[src/rtl/gic_pkg.sv]
// Shared GIC definitions: link symbols used by gic_master/gic_slave and the
// arbiter state encoding.
package gic_pkg;

    localparam logic [3:0] GIC_SYM_IDLE  = 4'b1111;
    localparam logic [3:0] GIC_SYM_MINIT = 4'b1010;
    localparam logic [3:0] GIC_SYM_SINIT = 4'b0101;

    typedef enum logic [1:0] {
        ARB_IDLE   = 2'd0,
        ARB_ACTIVE = 2'd1,
        ARB_ABORT  = 2'd2
    } arb_state_e;

    // Watchdog counter width; a disabled watchdog still gets a 1-bit register.
    function automatic int unsigned wd_width(input int unsigned timeout);
        return (timeout == 0) ? 1 : $clog2(timeout + 1);
    endfunction

endpackage

[src/rtl/gic_rr_picker.sv]
// Round-robin picker: first set request bit scanning upward from last+1 with wrap.
module gic_rr_picker
    import gic_pkg::*;
#(
    parameter int unsigned NUM_MASTERS = 4
) (
    input  logic [NUM_MASTERS-1:0]         req,
    input  logic [$clog2(NUM_MASTERS)-1:0] last,
    output logic                           valid,
    output logic [$clog2(NUM_MASTERS)-1:0] idx
);

    localparam int unsigned IW = $clog2(NUM_MASTERS);

    int unsigned   cand;
    logic [IW-1:0] cand_idx;

    always_comb begin
        valid    = 1'b0;
        idx      = '0;
        cand     = 0;
        cand_idx = '0;
        for (int unsigned k = 1; k <= NUM_MASTERS; k++) begin
            cand     = (32'(last) + k) % NUM_MASTERS;
            cand_idx = IW'(cand);
            if (!valid && req[cand_idx]) begin
                valid = 1'b1;
                idx   = cand_idx;
            end
        end
    end

endmodule

[src/rtl/gic_arbiter.sv]
// Round-robin arbiter sharing one gic_master Wishbone port between NUM_MASTERS
// local masters; whole cycles are granted, with a watchdog abort.
module gic_arbiter
    import gic_pkg::*;
#(
    parameter int unsigned NUM_MASTERS = 4,
    parameter int unsigned TIMEOUT     = 255
) (
    input  logic                      wbm_clk_i,
    input  logic                      wbm_rst_i,

    input  logic [32*NUM_MASTERS-1:0] wbs_adr_i,
    input  logic [32*NUM_MASTERS-1:0] wbs_dat_i,
    input  logic [4*NUM_MASTERS-1:0]  wbs_sel_i,
    input  logic [NUM_MASTERS-1:0]    wbs_we_i,
    input  logic [NUM_MASTERS-1:0]    wbs_cyc_i,
    input  logic [NUM_MASTERS-1:0]    wbs_stb_i,
    input  logic [3*NUM_MASTERS-1:0]  wbs_cti_i,
    input  logic [2*NUM_MASTERS-1:0]  wbs_bte_i,
    output logic [31:0]               wbs_dat_o,
    output logic [NUM_MASTERS-1:0]    wbs_ack_o,
    output logic [NUM_MASTERS-1:0]    wbs_err_o,
    output logic [NUM_MASTERS-1:0]    wbs_rty_o,

    output logic [31:0]               wbm_adr_o,
    output logic [31:0]               wbm_dat_o,
    output logic [3:0]                wbm_sel_o,
    output logic                      wbm_we_o,
    output logic                      wbm_cyc_o,
    output logic                      wbm_stb_o,
    output logic [2:0]                wbm_cti_o,
    output logic [1:0]                wbm_bte_o,
    input  logic                      wbm_ack_i,
    input  logic                      wbm_err_i,
    input  logic                      wbm_rty_i,
    input  logic [31:0]               wbm_dat_i,

    output logic [NUM_MASTERS-1:0]    arb_grant_o,
    output logic                      arb_timeout_o
);

    localparam int unsigned IW  = $clog2(NUM_MASTERS);
    localparam int unsigned WDW = wd_width(TIMEOUT);
    localparam logic [WDW-1:0] WD_LAST = WDW'(TIMEOUT - 1);

    arb_state_e     state_r, state_nx;
    logic [IW-1:0]  grant_idx_r;
    logic [IW-1:0]  last_r;
    logic [WDW-1:0] wd_r, wd_nx;

    logic           pick_valid;
    logic [IW-1:0]  pick_idx;
    logic           done;
    logic           unused_ok;

    logic [31:0]    adr_a [NUM_MASTERS];
    logic [31:0]    dat_a [NUM_MASTERS];
    logic [3:0]     sel_a [NUM_MASTERS];

    // Burst hints are not supported; only classic cycles pass through.
    assign unused_ok = ^{wbs_cti_i, wbs_bte_i};

    assign wbm_cti_o = 3'b000;
    assign wbm_bte_o = 2'b00;
    assign wbs_dat_o = wbm_dat_i;
    assign done      = wbm_ack_i | wbm_err_i | wbm_rty_i;

    always_comb begin
        for (int unsigned i = 0; i < NUM_MASTERS; i++) begin
            adr_a[i] = wbs_adr_i[32*i +: 32];
            dat_a[i] = wbs_dat_i[32*i +: 32];
            sel_a[i] = wbs_sel_i[4*i +: 4];
        end
    end

    gic_rr_picker #(
        .NUM_MASTERS(NUM_MASTERS)
    ) u_picker (
        .req  (wbs_cyc_i),
        .last (last_r),
        .valid(pick_valid),
        .idx  (pick_idx)
    );

    always_ff @(posedge wbm_clk_i) begin
        if (wbm_rst_i) begin
            state_r     <= ARB_IDLE;
            grant_idx_r <= '0;
            last_r      <= IW'(NUM_MASTERS - 1);
            wd_r        <= '0;
        end else begin
            state_r <= state_nx;
            wd_r    <= wd_nx;
            if (state_r == ARB_IDLE && pick_valid) begin
                grant_idx_r <= pick_idx;
                last_r      <= pick_idx;
            end
        end
    end

    always_comb begin
        state_nx      = state_r;
        wd_nx         = '0;
        wbm_adr_o     = adr_a[grant_idx_r];
        wbm_dat_o     = dat_a[grant_idx_r];
        wbm_sel_o     = sel_a[grant_idx_r];
        wbm_we_o      = wbs_we_i[grant_idx_r];
        wbm_cyc_o     = 1'b0;
        wbm_stb_o     = 1'b0;
        wbs_ack_o     = '0;
        wbs_err_o     = '0;
        wbs_rty_o     = '0;
        arb_grant_o   = '0;
        arb_timeout_o = 1'b0;

        case (state_r)
            ARB_IDLE: begin
                if (pick_valid) state_nx = ARB_ACTIVE;
            end
            ARB_ACTIVE: begin
                wbm_cyc_o                = wbs_cyc_i[grant_idx_r];
                wbm_stb_o                = wbs_stb_i[grant_idx_r];
                wbs_ack_o[grant_idx_r]   = wbm_ack_i;
                wbs_err_o[grant_idx_r]   = wbm_err_i;
                wbs_rty_o[grant_idx_r]   = wbm_rty_i;
                arb_grant_o[grant_idx_r] = 1'b1;
                // A cyc drop releases the link ahead of any watchdog expiry;
                // a completion in the expiry cycle also cancels the abort.
                if (!wbs_cyc_i[grant_idx_r]) begin
                    state_nx = ARB_IDLE;
                end else if (wbs_stb_i[grant_idx_r] && !done) begin
                    if (TIMEOUT != 0 && wd_r == WD_LAST) state_nx = ARB_ABORT;
                    else wd_nx = wd_r + WDW'(1);
                end
            end
            ARB_ABORT: begin
                wbs_err_o[grant_idx_r] = 1'b1;
                arb_timeout_o          = 1'b1;
                state_nx               = ARB_IDLE;
            end
            default: state_nx = ARB_IDLE;
        endcase
    end

endmodule

[config.mk]
export PLATFORM = sky130hd
export DESIGN_NAME = gic_arbiter
export DESIGN_NICKNAME = d
export VERILOG_FILES = /design/src/rtl/gic_pkg.sv /design/src/rtl/gic_rr_picker.sv /design/src/rtl/gic_arbiter.sv
export SDC_FILE = /design/constraint.sdc
export NUM_CORES = 1
export LEC_CHECK = 0
export ABC_CLOCK_PERIOD_IN_PS = 5200
export CAP_MARGIN = 20
export CORE_AREA = 2 2 179 181
export DETAILED_ROUTE_END_ITERATION = 8
export DIE_AREA = 0 0 181 183
export DONT_BUFFER_PORTS = 1
export GPL_TIMING_DRIVEN = 0
export PLACE_DENSITY_LB_ADDON = 0.08
export SYNTH_ARGS = -nofsm -noshare
export SYNTH_HDL_FRONTEND = slang
export SYNTH_SLANG_ARGS = --single-unit
[constraint.sdc]
create_clock -name wbm_clk_i -period 5.2 [get_ports wbm_clk_i]
set_input_delay 0 -clock wbm_clk_i [delete_from_list [all_inputs] [get_ports wbm_clk_i]]
set_output_delay 0 -clock wbm_clk_i [all_outputs]
set_load 0.01 [all_outputs]
==> results.py, run 1 <==
metrics = {
    "status": {
        "outcome": "finished, final reports clean",
    },
    "clock_network": {
        "tritoncts": "yes",
        "cts_made_buffers": 3,
        "clkLatencyLatePin_ns": 0.24,
        "post_cts_buffers": 0,
        "clkSlewWorstSetupHoldPaths_ns": 0.05,
        "clock-sinks": 14,
        "clockRootBuffer": "clkbuf_16",
        "htree_levels": 1,
        "clockBufferDepth": 2,
    },
    "route": {
        "drtIter0Drc": 108,
        "vias": 2423,
        "drc": 0,
        "postRouteAntennaNets": 0,
        "wire_per_inst_microns": 26.4,
        "detail_route.vias_per_cell": 3.72,
        "drt_first_pass_iters": 4,
        "finalWirelength_microns": 17200,
    },
    "sta": {
        "fmax_mhz": 390,
        "skew_ns": 0.00173,
        "setup_viol": 0,
        "hold_viol_final": 0,
        "setup-tns-final_ns": 0,
        "slew_violations": 0,
        "relSlewSlack_pct": 49.8,
        "fin_crit_sh_pct": 49.3,
        "tightestPinTransition_ns": 0.752,
        "min_period_ns": 2.56,
        "rsz0062_at_grt": "no",
        "setup_ws_ns": 2.64,
    },
    "floorplan": {
        "die_x_microns": 181,
        "die_area_sq_mm": 0.0331,
        "die_h_microns": 183,
        "io_pins": 466,
        "start_util_pct": 8.91,
        "coreArea_sq_mm": 0.0312,
        "num_rows": 65,
    },
    "job": {
        "maxCapViolCount": 0,
    },
    "worst_setup_path": {
        "cp_max_fo": 10,
        "path_class": "register to primary output",
        "regToRegEndpoint": "wd_r[6]$_SDFF_PP0_",
        "path_cells": "clkbuf_1, buf_1, mux4_2",
        "reg2regPathDepth": 7,
        "crit_slowest_cell": "buf_1",
        "critical_path_arrival_ns": 2.56,
        "critPathBufInv": 2,
        "critPathCaptureType": "primary output",
        "path_delay_family": "buffers and inverters",
        "r2r_slack_ns": 3.09,
        "r2r-start": "state_r[1]$_SDFFE_PP0P_",
        "slowest_delay_ns": 0.63,
        "critPathLaunchType": "register",
        "worstPathRequired_ns": 5.20,
    },
    "logic_synthesis": {
        "async_flop_share_pct": 0,
        "seq_area_frac_synth_pct": 10.1,
        "synth_seq_cells": 14,
        "yosysTopAreaCell": "mux4_2",
        "synth_cell_types": 35,
        "yosysTopAreaCellShare_pct": 56.7,
        "yosysWarnings": 0,
        "synth_area_sq_mm": 0.00278,
        "synth_area_leaders": "mux4_2 (57%), buf_4 (10%), dfxtp_1 (10%)",
        "yosys_most_used_dff": "dfxtp_1",
        "synth_edf_count": 0,
        "synth_cells": 232,
        "avgSynthCellArea_sq_um": 12.0,
    },
    "power_and_ir_drop": {
        "p_per_area_mw_per_mm2": 389,
        "vdd_ir_drop_max_v": 0.000101,
        "leakage_nw": 1.03,
        "p_total_mw": 1.33,
    },
    "finish": {
        "finalNetCount": 590,
        "fillers": 3589,
        "fin_cells": 651,
        "design_area_sq_mm": 0.00343,
        "final_common_cell": "mux4_2",
        "drive_gt1_share_pct": 49.8,
        "area.growth.synth_to_final_pct": 23.3,
        "layout_common_cells": "mux4_2 (70), buf_4 (38), nor2_1 (16)",
    },
    "global_routing": {
        "grt_usage_pct": 9.29,
        "antenna_found_initial": 12,
        "grt_max_degree": 11,
        "grt_pass1_vias": 2520,
        "overflow": 0,
        "grt_pass1_wl_microns": 21800,
    },
    "worst_hold_path": {
        "whs_endpoint": "last_r[0]$_SDFFE_PP1P_",
        "hp-start": "wbs_cyc_i[2]",
        "hold_class": "input pin to register",
        "min_path_cells": 2,
    },
    "place": {
        "dp.cells": 639,
        "dpl_worst_slack_ns": 2.61,
        "placed_cell_area_sq_mm": 0.00330,
        "gp_congestion": 0.798,
        "post-dp-hpwl_microns": 15700,
        "numPortBuffers": 0,
    },
}
## state kept, by name (all words and copies together) (netlist names)
name and flops:
wd_r 8, grant_idx_r 2, state_r 2, last_r 2
## power breakdown
| group | total, mW | internal [mW] | switching (mW) |
|---|---|---|---|
| Combinational | 1.03 | 0.445 | 0.584 |
| Sequential | 0.141 | 0.123 | 0.0181 |
| Clock | 0.164 | 0.117 | 0.0472 |
## worst reg2reg max path, stage by stage, from the launching register on
cell,delay [ns]
dfxtp_1,0.31
inv_1,0.10
ha_1,0.28
nand2_1,0.20
o22a_1,0.34
or4_1,0.52
buf_2,0.19
nor2_1,0.11
## cells in the mapped netlist (4+ instances only)
cell type / n
mux4_2: 70
buf_4: 38
nor2_1: 16
dfxtp_1: 14
buf_2: 8
inv_1: 8
and3_1: 7
and2_1: 6
clkbuf_1: 6
nand2_1: 6
ha_1: 5
a21oi_1: 4
nand3_1: 4
nor3_1: 4
## worst max path at each step
stage / startpoint / endpoint / slack [ns] / cells past startpoint
global placement: grant_idx_r[1]$_SDFFE_PP0P_ / wbm_dat_o[3] / 2.65 / 3
finish: grant_idx_r[1]$_SDFFE_PP0P_ / wbm_dat_o[3] / 2.64 / 3
floorplan: state_r[1]$_SDFFE_PP0P_ / wd_r[2]$_SDFF_PP0_ / 3.50 / 7
detailed placement: grant_idx_r[1]$_SDFFE_PP0P_ / wbm_dat_o[3] / 2.61 / 3
CTS: grant_idx_r[1]$_SDFFE_PP0P_ / wbm_dat_o[3] / 2.35 / 3
global route: grant_idx_r[1]$_SDFFE_PP0P_ / wbm_dat_o[3] / 2.35 / 3
## routing by layer
layer	vias up	track usage, %	share of wire, %
li1	940	-	-
met1	1261	9.07	31
met2	186	17.0	54
met3	26	4.63	12
met4	10	3.22	3.4
met5	-	0	0.40
## cells by family (layout without fill, tap and decap cells)
family / count (synthesis) / count (layout) / share of synthesized area [%]
and+or+nand+nor: 52 / 52 / 9.45
buffers and inverters: 63 / 70 / 14.0
xor gates and xnor gates: 6 / 6 / 1.89
other: 1 / 11 / 0.135
DFF: 14 / 14 / 10.1
muxes: 72 / 72 / 57.4
adders and majority gates: 5 / 5 / 2.25
AOI/OAI and AO/OA: 19 / 19 / 4.81
## through the flow
stage                     utilization (%)  hold slack, ns
after global placement               10.6          0.0757
after CTS                            10.9          0.0132
final                                11.0         0.00512
after global routing                 11.0          0.0233
after detailed placement             10.6          0.0726
after floorplan                         -          0.0691
## layout make-up
class	instances	area, sq um	share of cell area, %
multi-input combinational	159	2130	62.0
buffer	55	359	10.5
sequential	14	280	8.18
tap	402	503	14.7
timing repair buffer	3	25.0	0.730
inverter	8	30.0	0.876
clock buffer	4	88.8	2.59
antenna	6	15.0	0.438
## timing repair
action / 4_1_cts / 5_1_grt
hold endpoints to repair: 6 / 0
gates resized for setup: 0 / 0
hold buffers: 2 / 0
Note: power is estimated with default switching activity, not from simulation.
==> run 2, diff against run 1 <==
--- a/config.mk
+++ b/config.mk
@@ -5,7 +5,7 @@
 export SDC_FILE = /design/constraint.sdc
 export NUM_CORES = 1
 export LEC_CHECK = 0
-export ABC_CLOCK_PERIOD_IN_PS = 5200
+export ABC_CLOCK_PERIOD_IN_PS = 2400
 export CAP_MARGIN = 20
 export CORE_AREA = 2 2 179 181
 export DETAILED_ROUTE_END_ITERATION = 8
==> constraint.sdc (replaced) <==
create_clock -name wbm_clk_i -period 2.4 [get_ports wbm_clk_i]
set_input_delay 0 -clock wbm_clk_i [delete_from_list [all_inputs] [get_ports wbm_clk_i]]
set_output_delay 0 -clock wbm_clk_i [all_outputs]
set_load 0.01 [all_outputs]
==> run 2 against run 1 <==
  * Power up 120%
  * Clock-buffer cell count unchanged
  * Combinational power up 120%
  * Worst setup slack worse by 2.4 ns
  * Die area unchanged
  * Critical path depth up 1
  * Clock power up 120%
  * Core utilization about the same
  * Register-to-register slack worse by 2.8 ns
  * Sequential power up 120%
  * Global-route usage unchanged
==> results.py, run 2 (same netlist as run 1, synthesis figures left out) <==
metrics = {
    "floorplan": {
        "die_area_sq_mm": 0.0331,
        "start_util_pct": 8.91,
        "io_pins": 466,
        "coreArea_sq_mm": 0.0312,
        "num_rows": 65,
        "die_x_microns": 181,
        "die_h_microns": 183,
    },
    "place": {
        "post-dp-hpwl_microns": 15700,
        "dp.cells": 639,
        "gp_congestion": 0.798,
        "dpl_worst_slack_ns": -0.186,
        "numPortBuffers": 0,
    },
    "power_and_ir_drop": {
        "vdd_ir_drop_max_v": 0.000220,
        "p_sw_share_pct": 48.6,
        "p_per_area_mw_per_mm2": 843,
        "leakage_nw": 1.04,
        "switching_power_mw": 1.41,
        "p_total_mw": 2.89,
        "clkPwrFrac_pct": 12.3,
        "pwr-share-seq_pct": 10.5,
        "internal_power_mw": 1.49,
        "p_comb_share_pct": 77.2,
    },
    "finish": {
        "layout_common_cells": "mux4_2 (70), buf_4 (38), nor2_1 (16)",
        "multi_input_area_sq_mm": 0.00213,
        "area.growth.synth_to_final_pct": 23.5,
        "largest_reg_flops": 8,
        "registers.top_by_ff_count": "wd_r",
        "final_common_cell": "mux4_2",
        "drive_gt1_share_pct": 51.0,
        "fillers": 3586,
        "finalNetCount": 590,
        "regArea_sq_um": 280,
        "fin_cells": 651,
    },
    "route": {
        "drt_first_pass_iters": 4,
        "vias": 2431,
        "wire_per_inst_microns": 26.4,
        "postRouteAntennaNets": 0,
        "drc": 0,
        "detail_route.vias_per_cell": 3.73,
        "finalWirelength_microns": 17200,
        "drtIter0Drc": 106,
    },
    "sta": {
        "skew_ns": 0.00168,
        "min_period_ns": 2.17,
        "rsz0062_at_grt": "no",
        "relSlewSlack_pct": 49.8,
        "fin_crit_sh_pct": 90.4,
        "setup-tns-final_ns": 0,
        "hold_viol_final": 0,
        "setup_ws_ns": 0.231,
        "setup_viol": 0,
        "tightestPinTransition_ns": 0.753,
        "slew_violations": 0,
        "fmax_mhz": 461,
    },
    "global_routing": {
        "antenna_found_initial": 12,
        "grtUsageMet2_pct": 17.0,
        "grtUsageMet1_pct": 9.07,
        "grt_pass1_vias": 2516,
        "grt_pass1_wl_microns": 21800,
        "use_met3_pct": 4.63,
        "overflow": 0,
        "grt_max_degree": 11,
        "grt_usage_pct": 9.29,
        "grt_most_used_layer": "met2",
    },
    "worst_setup_path": {
        "critical_path_arrival_ns": 2.17,
        "critPathCaptureType": "primary output",
        "critPathLaunchType": "register",
        "cp_max_fo": 10,
        "crit_slowest_cell": "mux4_2",
        "slowest_delay_ns": 0.67,
        "path_class": "register to primary output",
        "path_cells": "buf_4, buf_2, clkbuf_4, mux4_2",
        "worstPathRequired_ns": 2.40,
    },
    "job": {
        "maxCapViolCount": 0,
    },
    "worst_hold_path": {
        "hold_class": "input pin to register",
    },
    "clock_network": {
        "post_cts_buffers": 0,
        "cts_made_buffers": 3,
        "clockBufferDepth": 2,
        "clock-sinks": 14,
        "tritoncts": "yes",
        "clkSlewWorstSetupHoldPaths_ns": 0.05,
        "clkLatencyLatePin_ns": 0.24,
        "htree_levels": 1,
        "clockRootBuffer": "clkbuf_16",
    },
    "status": {
        "outcome": "finished, final reports clean",
    },
}
## run 2: cell count changes in the layout (fill, tap and decap cells not counted)
cell and change:
clkbuf_1 -2, clkbuf_2 +2, buf_1 -1, clkbuf_4 +1
## run 2: cell type report
cell class                      instances  area share (%)
Antenna cell                            6           0.437
Multi-Input combinational cell        159            61.9
Timing Repair Buffer                    3           0.729
Buffer                                 55            10.6
Sequential cell                        14            8.16
Tap cell                              402            14.6
Clock buffer                            4            2.59
Inverter                                8           0.874
## run 2: per-stage QoR
stage / cell area (sq um) / hold WS, ns / util, %
finish: 3430 / 0.00512 / 11.0
global route: 3430 / 0.0233 / 11.0
CTS: 3420 / 0.0132 / 10.9
detailed placement: 3300 / 0.0726 / 10.6
global placement: 3300 / 0.0757 / 10.6
floorplan: 2800 / 0.0691 / -
## run 2: timing repair
| item | CTS | global route |
|---|---|---|
| gates resized for setup | 2 | 3 |
| hold buffers | 2 | 0 |
| endpoints found under the setup margin | 59 | 2 |
| endpoints found under the hold margin | 6 | 0 |
## run 2: worst max-delay path: cells and delay by family, from the launching register on
family                 cells  cell delay (ns)
buffers and inverters      3             0.93
flip-flops                 1             0.31
multiplexers               1             0.67
## run 2: final timing paths
kind	start	endpoint	slack (ns)	cells past startpoint
min reg2reg	wd_r[0]$_SDFF_PP0_	wd_r[0]$_SDFF_PP0_	0.48	1
min	wbs_cyc_i[2]	last_r[0]$_SDFFE_PP1P_	0.005	2
max	grant_idx_r[0]$_SDFFE_PP0P_	wbm_dat_o[3]	0.23	4
max reg2reg	state_r[1]$_SDFFE_PP0P_	wd_r[6]$_SDFF_PP0_	0.29	7
## run 2: power groups by stage
stage	Combinational (mW)	Clock [mW]	Sequential, mW
6_report	2.23	0.355	0.305
2_1_floorplan	1.75	0	0.293
4_1_cts	2.31	0.368	0.309
3_3_place_gp	2.30	0	0.313
5_1_grt	2.41	0.379	0.315
3_5_place_dp	2.30	0	0.314
## run 2: per-layer routing
| metal | wire length (microns) | share of wire (%) | vias up |
|---|---|---|---|
| met1 | 5300 | 31 | 1264 |
| met2 | 9210 | 53 | 192 |
| met3 | 2060 | 12 | 26 |
| li1 | - | - | 939 |
| met5 | 69 | 0.40 | - |
| met4 | 585 | 3.4 | 10 |
==> run 3, diff against run 2 <==
--- a/config.mk
+++ b/config.mk
@@ -5,9 +5,9 @@
 export SDC_FILE = /design/constraint.sdc
 export NUM_CORES = 1
 export LEC_CHECK = 0
-export ABC_CLOCK_PERIOD_IN_PS = 2400
+export ABC_CLOCK_PERIOD_IN_PS = 1900
 export CAP_MARGIN = 20
-export CORE_AREA = 2 2 179 181
+export CORE_AREA = 4 4 177 179
 export DETAILED_ROUTE_END_ITERATION = 8
 export DIE_AREA = 0 0 181 183
 export DONT_BUFFER_PORTS = 1
==> constraint.sdc (replaced) <==
create_clock -name wbm_clk_i -period 1.9 [get_ports wbm_clk_i]
set_input_delay 0 -clock wbm_clk_i [delete_from_list [all_inputs] [get_ports wbm_clk_i]]
set_output_delay 0 -clock wbm_clk_i [all_outputs]
set_load 0.01 [all_outputs]
==> run 3 against run 2 <==
  * Register-to-register slack got worse by 0.18 ns
  * Critical path depth did not move
  * Clock power is 27% higher
  * Flip-flop and latch count stayed put
  * Core utilization up 0.82 points
  * Design area up 1.7%
  * Largest power group unchanged
  * Critical endpoint is now wbm_dat_o[22]
==> results.py, run 3 (same netlist as run 1, synthesis figures left out) <==
metrics = {
    "power_and_ir_drop": {
        "p_per_area_mw_per_mm2": 1080,
        "internal_power_mw": 1.98,
        "vdd_ir_drop_max_v": 0.000279,
        "pwr-share-seq_pct": 10.2,
        "p_sw_share_pct": 47.6,
        "leakage_nw": 1.08,
        "p_comb_share_pct": 77.9,
        "p_total_mw": 3.78,
        "switching_power_mw": 1.80,
        "clkPwrFrac_pct": 11.9,
    },
    "worst_setup_path": {
        "r2r_slack_ns": 0.11,
        "crit_slowest_cell": "mux4_2",
        "worstPathRequired_ns": 1.90,
        "critPathLaunchType": "register",
        "cp_max_fo": 10,
        "path_class": "register to primary output",
        "r2r-start": "state_r[0]$_SDFFE_PP0P_",
        "critPathCaptureType": "primary output",
        "slowest_delay_ns": 0.65,
        "critical_path_arrival_ns": 1.80,
        "path_cells": "buf_4, buf_6, buf_8, mux4_2",
        "regToRegEndpoint": "wd_r[7]$_SDFF_PP0_",
        "reg2regPathDepth": 6,
    },
    "global_routing": {
        "overflow": 0,
        "grt_max_degree": 11,
        "grtUsageMet1_pct": 9.09,
        "grt_most_used_layer": "met2",
        "use_met3_pct": 3.75,
        "grtUsageMet2_pct": 16.7,
        "grt_pass1_vias": 2400,
        "grt_usage_pct": 8.91,
        "antenna_found_initial": 7,
        "grt_pass1_wl_microns": 21600,
    },
    "status": {
        "outcome": "finished, final reports clean",
    },
    "clock_network": {
        "cts_made_buffers": 3,
        "clockRootBuffer": "clkbuf_16",
        "clkLatencyLatePin_ns": 0.24,
        "clkSlewWorstSetupHoldPaths_ns": 0.05,
        "tritoncts": "yes",
        "htree_levels": 1,
        "clockBufferDepth": 2,
        "clock-sinks": 14,
    },
    "route": {
        "vias": 2385,
        "drt_first_pass_iters": 4,
        "drc": 0,
        "finalWirelength_microns": 17000,
        "drtIter0Drc": 109,
        "wire_per_inst_microns": 26.7,
        "postRouteAntennaNets": 0,
        "detail_route.vias_per_cell": 3.74,
    },
    "place": {
        "gp_congestion": 0.842,
        "post-dp-hpwl_microns": 15700,
        "dp.cells": 627,
        "numPortBuffers": 0,
        "dpl_worst_slack_ns": -0.329,
    },
    "worst_hold_path": {
        "hold_class": "input pin to register",
        "hp-start": "wbs_cyc_i[3]",
        "min_path_cells": 2,
        "whs_endpoint": "last_r[1]$_SDFFE_PP1P_",
    },
    "sta": {
        "relSlewSlack_pct": 54.2,
        "rsz0062_at_grt": "yes",
        "skew_ns": 0.000983,
        "tightestPinTransition_ns": 0.679,
        "fin_crit_sh_pct": 94.6,
        "setup_ws_ns": 0.103,
        "setup_viol": 0,
        "hold_viol_final": 0,
        "hold_ws_ns": 0.0324,
        "min_period_ns": 1.80,
        "slew_violations": 0,
        "fmax_mhz": 556,
    },
    "floorplan": {
        "die_area_sq_mm": 0.0331,
        "io_pins": 466,
        "coreArea_sq_mm": 0.0296,
        "die_x_microns": 181,
        "die_h_microns": 183,
        "start_util_pct": 9.41,
        "num_rows": 63,
    },
    "job": {
        "maxCapViolCount": 0,
    },
    "finish": {
        "largest_reg_flops": 8,
        "drive_gt1_share_pct": 55.7,
        "area.growth.synth_to_final_pct": 25.6,
        "fin_cells": 638,
        "finish.utilization_pct": 11.8,
        "final_common_cell": "mux4_2",
        "finalNetCount": 591,
        "layout_common_cells": "mux4_2 (70), buf_4 (40), nor2_1 (15)",
        "registers.top_by_ff_count": "wd_r",
    },
}
run 3: stage by stage:
stage / cell area, sq um / setup TNS [ns]
after floorplan: 2800 / 0
after CTS: 3470 / -0.00615
final: 3490 / 0
after global placement: 3280 / -11.89
after global routing: 3490 / -0.0153
after detailed placement: 3290 / -12.90
run 3: cell type report:
type / count / area [sq um]
Buffer: 55 / 418
Tap cell: 390 / 488
Sequential cell: 14 / 280
Timing Repair Buffer: 4 / 32.5
Multi-Input combinational cell: 159 / 2150
Fill cell: 3367 / 26100
Clock buffer: 4 / 88.8
Inverter: 8 / 30.0
Antenna cell: 4 / 10.0
run 3: timing repair:
item                       CTS  global route
setup endpoints to repair   72            26
hold buffers                 2             0
buffers inserted             1             0
resized for setup           24            11
hold endpoints to repair     6             0
pin swaps                    1             0
run 3: power groups by stage:
| stage | clock network (mW) | logic, mW | registers (mW) |
|---|---|---|---|
| after floorplan | 0 | 2.20 | 0.370 |
| after global placement | 0 | 2.89 | 0.388 |
| after detailed placement | 0 | 2.88 | 0.386 |
| after CTS | 0.471 | 3.00 | 0.385 |
| after global routing | 0.484 | 3.15 | 0.394 |
| final | 0.450 | 2.94 | 0.385 |
run 3: layer usage:
metal,part of all wire (%),vias up,routed length [microns]
li1,-,936,-
met1,31,1215,5290
met2,55,212,9440
met3,11,18,1960
met4,1.8,4,303
met5,0.16,-,27
run 3: how the worst max path moves through the flow:
stage / endpoint / startpoint / depth (start not counted) / slack (ns)
6_report: wbm_dat_o[22] / grant_idx_r[0]$_SDFFE_PP0P_ / 4 / 0.10
5_1_grt: wbm_dat_o[22] / grant_idx_r[0]$_SDFFE_PP0P_ / 4 / -0.02
4_1_cts: wd_r[7]$_SDFF_PP0_ / state_r[1]$_SDFFE_PP0P_ / 7 / -0.006
3_5_place_dp: wbm_dat_o[22] / grant_idx_r[1]$_SDFFE_PP0P_ / 3 / -0.33
3_3_place_gp: wbm_dat_o[22] / grant_idx_r[1]$_SDFFE_PP0P_ / 3 / -0.30
2_1_floorplan: wd_r[2]$_SDFF_PP0_ / state_r[1]$_SDFFE_PP0P_ / 7 / 0.20
run 3: critical path, delay by kind of cell (launching register included):
family | cells | cell delay [ns]
multiplexers | 1 | 0.65
flip-flops | 1 | 0.30
buffers and inverters | 3 | 0.59
